**config.mk**
```make
export PLATFORM = sky130hd
export DESIGN_NAME = adder_cs_pipe
export DESIGN_NICKNAME = d
export VERILOG_FILES = /design/src/rtl/adder_cs_pkg.sv /design/src/rtl/adder_cs_blk.sv /design/src/rtl/adder_cs_pipe.sv
export SDC_FILE = /design/constraint.sdc
export NUM_CORES = 1
export LEC_CHECK = 0
export CAP_MARGIN = 0
export CORE_MARGIN = 2
export CORE_UTILIZATION = 55
export CTS_CLUSTER_SIZE = 30
export DETAILED_ROUTE_END_ITERATION = 16
export GPL_TIMING_DRIVEN = 0
export PLACE_DENSITY = 0.79
export SLEW_MARGIN = 20
export SYNTH_ARGS = -nofsm -noshare
export SYNTH_HDL_FRONTEND = slang
export SYNTH_SLANG_ARGS = --single-unit
```
**constraint.sdc**
```tcl
create_clock -name clk -period 2.5 [get_ports clk]
set_clock_uncertainty 0.15 [all_clocks]
set_input_delay 0.375 -clock clk [delete_from_list [all_inputs] [get_ports clk]]
set_output_delay 0.375 -clock clk [all_outputs]
set_load 0.02 [all_outputs]
```
**src/rtl/adder_cs_pkg.sv**
```systemverilog
// Shared constants for the carry-select adder/subtractor pipeline.
package adder_cs_pkg;

  localparam logic MODE_ADD = 1'b0;
  localparam logic MODE_SUB = 1'b1;

  localparam int DEFAULT_WIDTH = 32;
  localparam int DEFAULT_BLK   = 4;

endpackage

```
**src/rtl/adder_cs_blk.sv**
```systemverilog
// Combinational dual-carry block: produces sum/carry for both possible carry-ins.
module adder_cs_blk #(
  parameter int BLK = 4
) (
  input  logic [BLK-1:0] a,
  input  logic [BLK-1:0] b,
  output logic [BLK-1:0] s0,
  output logic           co0,
  output logic [BLK-1:0] s1,
  output logic           co1
);

  assign {co0, s0} = {1'b0, a} + {1'b0, b};
  assign {co1, s1} = {1'b0, a} + {1'b0, b} + {{BLK{1'b0}}, 1'b1};

endmodule

```
**src/rtl/adder_cs_pipe.sv**
```systemverilog
// Two-stage pipelined carry-select adder/subtractor with valid/ready handshake.
// Stage 1 registers per-block dual sums; stage 2 ripples block carries and selects.
module adder_cs_pipe
  import adder_cs_pkg::*;
#(
  parameter int WIDTH = DEFAULT_WIDTH,
  parameter int BLK   = DEFAULT_BLK
) (
  input  logic             clk,
  input  logic             rst_n,
  input  logic             in_valid,
  output logic             in_ready,
  input  logic [WIDTH-1:0] a,
  input  logic [WIDTH-1:0] b,
  input  logic             ci,
  input  logic             sub,
  output logic             out_valid,
  input  logic             out_ready,
  output logic [WIDTH-1:0] s,
  output logic             co,
  output logic             ovf
);

  localparam int NBLK = WIDTH / BLK;

  if ((WIDTH % BLK) != 0) begin : g_bad_width
    $error("adder_cs_pipe: WIDTH must be a multiple of BLK");
  end

  logic [WIDTH-1:0] b_eff;
  logic             cin_eff;
  logic [WIDTH-1:0] s0_c, s1_c;
  logic [NBLK-1:0]  co0_c, co1_c;

  assign b_eff   = (sub == MODE_SUB) ? ~b : b;
  assign cin_eff = (sub == MODE_SUB) ? 1'b1 : ci;

  for (genvar k = 0; k < NBLK; k++) begin : g_blk
    adder_cs_blk #(.BLK(BLK)) u_blk (
      .a   (a[k*BLK +: BLK]),
      .b   (b_eff[k*BLK +: BLK]),
      .s0  (s0_c[k*BLK +: BLK]),
      .co0 (co0_c[k]),
      .s1  (s1_c[k*BLK +: BLK]),
      .co1 (co1_c[k])
    );
  end

  logic             v1;
  logic [WIDTH-1:0] s0_q, s1_q;
  logic [NBLK-1:0]  co0_q, co1_q;
  logic             cin_q, a_msb_q, b_msb_q;
  logic             adv2, accept;

  // Stage 2 can take new data when empty or draining; stage 1 follows it.
  assign adv2     = !out_valid || out_ready;
  assign in_ready = !v1 || adv2;
  assign accept   = in_valid && in_ready;

  // Operand data is captured only on a real transfer, so idle X never enters.
  always_ff @(posedge clk or negedge rst_n) begin
    if (!rst_n) begin
      v1      <= 1'b0;
      s0_q    <= '0;
      s1_q    <= '0;
      co0_q   <= '0;
      co1_q   <= '0;
      cin_q   <= 1'b0;
      a_msb_q <= 1'b0;
      b_msb_q <= 1'b0;
    end else begin
      if (in_ready) v1 <= in_valid;
      if (accept) begin
        s0_q    <= s0_c;
        s1_q    <= s1_c;
        co0_q   <= co0_c;
        co1_q   <= co1_c;
        cin_q   <= cin_eff;
        a_msb_q <= a[WIDTH-1];
        b_msb_q <= b_eff[WIDTH-1];
      end
    end
  end

  logic [NBLK:0]    carry;
  logic [WIDTH-1:0] sel_s;
  logic             ovf_c;

  always_comb begin
    carry    = '0;
    sel_s    = '0;
    carry[0] = cin_q;
    for (int k = 0; k < NBLK; k++) begin
      sel_s[k*BLK +: BLK] = carry[k] ? s1_q[k*BLK +: BLK] : s0_q[k*BLK +: BLK];
      carry[k+1]          = co0_q[k] | (co1_q[k] & carry[k]);
    end
    ovf_c = (a_msb_q == b_msb_q) && (sel_s[WIDTH-1] != a_msb_q);
  end

  // Result registers hold while the consumer stalls.
  always_ff @(posedge clk or negedge rst_n) begin
    if (!rst_n) begin
      out_valid <= 1'b0;
      s         <= '0;
      co        <= 1'b0;
      ovf       <= 1'b0;
    end else if (adv2) begin
      out_valid <= v1;
      if (v1) begin
        s   <= sel_s;
        co  <= carry[NBLK];
        ovf <= ovf_c;
      end
    end
  end

endmodule

```
==> results by group <==
Outcome
  • Status: complete, no violations

Setup path
  • CP Capture Type: register
  • Number of buffers and inverters on the critical path: 3
  • Max incr delay on CP: 0.56 ns
  • CP required: 2.61 ns
  • Worst setup SP type: input port
  • Slowest cell on crit path: clkbuf_1
  • CP top delay family: buffers and inverters
  • Kind of critical path: input port to register
  • Crit path arrival time: 2.55 ns
  • CP most frequent cell: clkbuf_1
  • CP max FO: 10
  • Ordered cell list for the critical path: clkdlybuf4s50_1 -> nand3b_1 -> nand2_1 -> clkbuf_1 -> clkbuf_1 -> o21ai_0

Route
  • Vias: 6002
  • M1 WL: 7080 um
  • Iter 0 DRT Violations: 401
  • Final WL: 18900 um
  • Met3 WL: 1470 um
  • Top Metal Used: met4
  • Pre-antenna DRT Iters: 6
  • WL met2: 9680 um
  • Antenna-violating nets left: 0
  • DRC viols: 0
  • Vias/cell: 5.68
  • Per-cell routed wire length: 17.9 um

Timing
  • Fmax: 409 MHz
  • Measured slew at the worst slew-check pin: 0.793 ns
  • Final min period: 2.45 ns
  • Final setup viols: 0
  • Setup TNS: 0 ns
  • Fin. max-slew vios: 0
  • Period utilization: 97.9%
  • Final hold vios: 0
  • Max_slew headroom: 47.1%
  • RSZ-0062 raised after global routing: yes

Logic synthesis
  • Post-Syn Instances: 746
  • Most common cell in the netlist: nand2_1
  • Leading area contributor after synthesis: dfrtp_1
  • Syn_area_per_cell: 9.22 sq um
  • Syn Nets: 864
  • #FFs+latches synth: 119
  • Cell Area, Synth: 6880 sq um
  • Ys async rst share: 100%
  • Post-synthesis sequential area ratio: 43.3%
  • YS warnings: 0
  • Number of library cell types mapped by synthesis: 46
  • Ranking of synthesized cells by area: dfrtp_1 43%, nand2_1 9.7%, ha_1 7.3%
  • Top-area cell type share of the netlist area: 43.3%
  • Ys flop type: dfrtp_1
  • Number of synthesized flops with an enable pin: 0
  • Top cells by count, synth: 177 x nand2_1, 119 x dfrtp_1, 75 x o21ai_0

Pwr
  • P_int: 5.41 mW
  • Sw Pwr: 2.77 mW
  • Sw Share: 33.9%
  • Sequential power share: 35.2%
  • Comb pwr share: 34.9%
  • Leakage: 4.18 nW
  • Highest ir drop seen on vdd: 0.468 mV
  • Clock power frac: 29.9%
  • Pwr Density: 910 nW/um^2

Clock network
  • CTS tree: built
  • Reg clk slew, reported paths: 0.05 ns
  • Max Root-Sink Buffers: 2
  • H-Tree Level Count: 4
  • Clock Sinks: 119
  • Clk root buf: clkbuf_16
  • Clk_lat worst skew: 0.41 ns
  • Num CTS Buffers: 17

Cells and area
  • Fin util: 74.1%
  • Share of layout cells above drive strength 1: 9.91%
  • Layout area overhead: 30.6%
  • NumNets Final: 994
  • Fill cell count: 909
  • N_diodes: 0

Floorplan
  • Starting density of the core: 56.8%
  • Die area: 13400 sq um
  • I/O pin count: 106
  • Die Height: 116 um
  • Core Box Area: 12100 sq um
  • Die Wd: 116 um
  • Site Rows: 40

Flow run
  • # Max-Cap Violations: 0

Worst hold path
  • Worst min path class: input port to register

Global routing
  • Global-route wire length before repair: 30000 um
  • Overflow left after global routing: 0
  • Initial antenna violation count: 0
  • Largest net degree at the start of global routing: 82
  • Total track usage: 29.3%
  • Vias in the first global route: 6243

Place
  • GP Congestion: 0.867
  • Post-DP HPWL: 13100 um
  • Number of port buffers: 104
cell type report:
type | instances | area (sq um) | area share (%)
Multi-Input combinational cell | 552 | 3740 | 41.6
Clock buffer | 21 | 460 | 5.13
Sequential cell | 119 | 2980 | 33.2
Tap cell | 168 | 210 | 2.34
Buffer | 30 | 180 | 2.01
Clock inverter | 10 | 128 | 1.42
Timing Repair Buffer | 111 | 1120 | 12.4
Inverter | 45 | 169 | 1.88
logic make-up after synthesis:
logic type	synth area share [%]
fa+ha+maj	9.61
buf+inv	4.17
flops	43.3
mux	4.95
compound gates	13.2
simple gates	15.3
xor+xnor	9.43
path summary, 6_finish.rpt:
path	start	to	slack, ns	depth (start not counted)
worst max-delay path	out_ready	s0_q[9]	0.05	6
worst min-delay path	sub	b_msb_q	0.26	4
worst max register to register	v1	s0_q[9]	0.13	5
worst min register to register	s[31]	s[31]	0.32	1
max in group asynchronous	rst_n	co0_q[2]	1.18	3
min in group asynchronous	rst_n	s[18]	0.30	2
per-layer routing:
metal / up-vias / global-route usage, %
li1: 2762 / -
met1: 2882 / 34.2
met2: 293 / 51.8
met3: 65 / 6.12
met4: 0 / 14.0
met5: - / 0
metrics by stage:
step	hold WS, ns	worst slack [ns]	instance area, sq um	instances	total power, mW
after floorplan	-0.0706	-0.0392	6980	746	4.54
after global placement	0.308	-3.50	8230	1018	5.48
after detailed placement	0.154	-0.501	8260	1019	5.62
after CTS	0.260	-0.00267	8870	1052	8.09
after global routing	0.293	-0.0131	8980	1056	8.59
final	0.262	0.0535	8980	1056	8.18
power groups by stage:
stage	clock network [mW]	logic (mW)	registers, mW
after CTS	2.44	2.79	2.87
final	2.44	2.86	2.88
after floorplan	0	1.48	3.06
after global routing	2.53	3.13	2.93
after detailed placement	0	2.74	2.89
after global placement	0	2.63	2.85
worst reg2reg max path: cells and delay by family, from the launching register on:
family,cells,cell delay (ns)
buffers and inverters,2,0.99
AO/OA/AOI/OAI,1,0.18
flip-flops,1,0.37
AND/OR/NAND/NOR,2,0.52
layout by cell type, fill, tap and decap left out, types with 20 or more instances in the layout:
cell type	Yosys	final
nand2_1	177	177
dfrtp_1	119	119
clkdlybuf4s50_1	0	103
o21ai_0	75	75
xor2_1	40	40
mux2i_1	34	34
inv_1	45	32
xnor2_1	34	31
ha_1	40	28
a21oi_1	20	20
state kept, by name (all words and copies together) (netlist names), 8 cells and up:
register / cells
s: 32
co0_q: 8
s1_q: 32
co1_q: 8
s0_q: 32
what timing repair did:
action                                  CTS  global route
endpoints found under the setup margin    2            39
cloned                                    0             0
hold buffers                              1             0
gates resized for setup                   1            22
endpoints found under the hold margin    38             0
setup buffers                             1             4
pin swaps                                 1            12
Power figures use the tool's default switching activity.
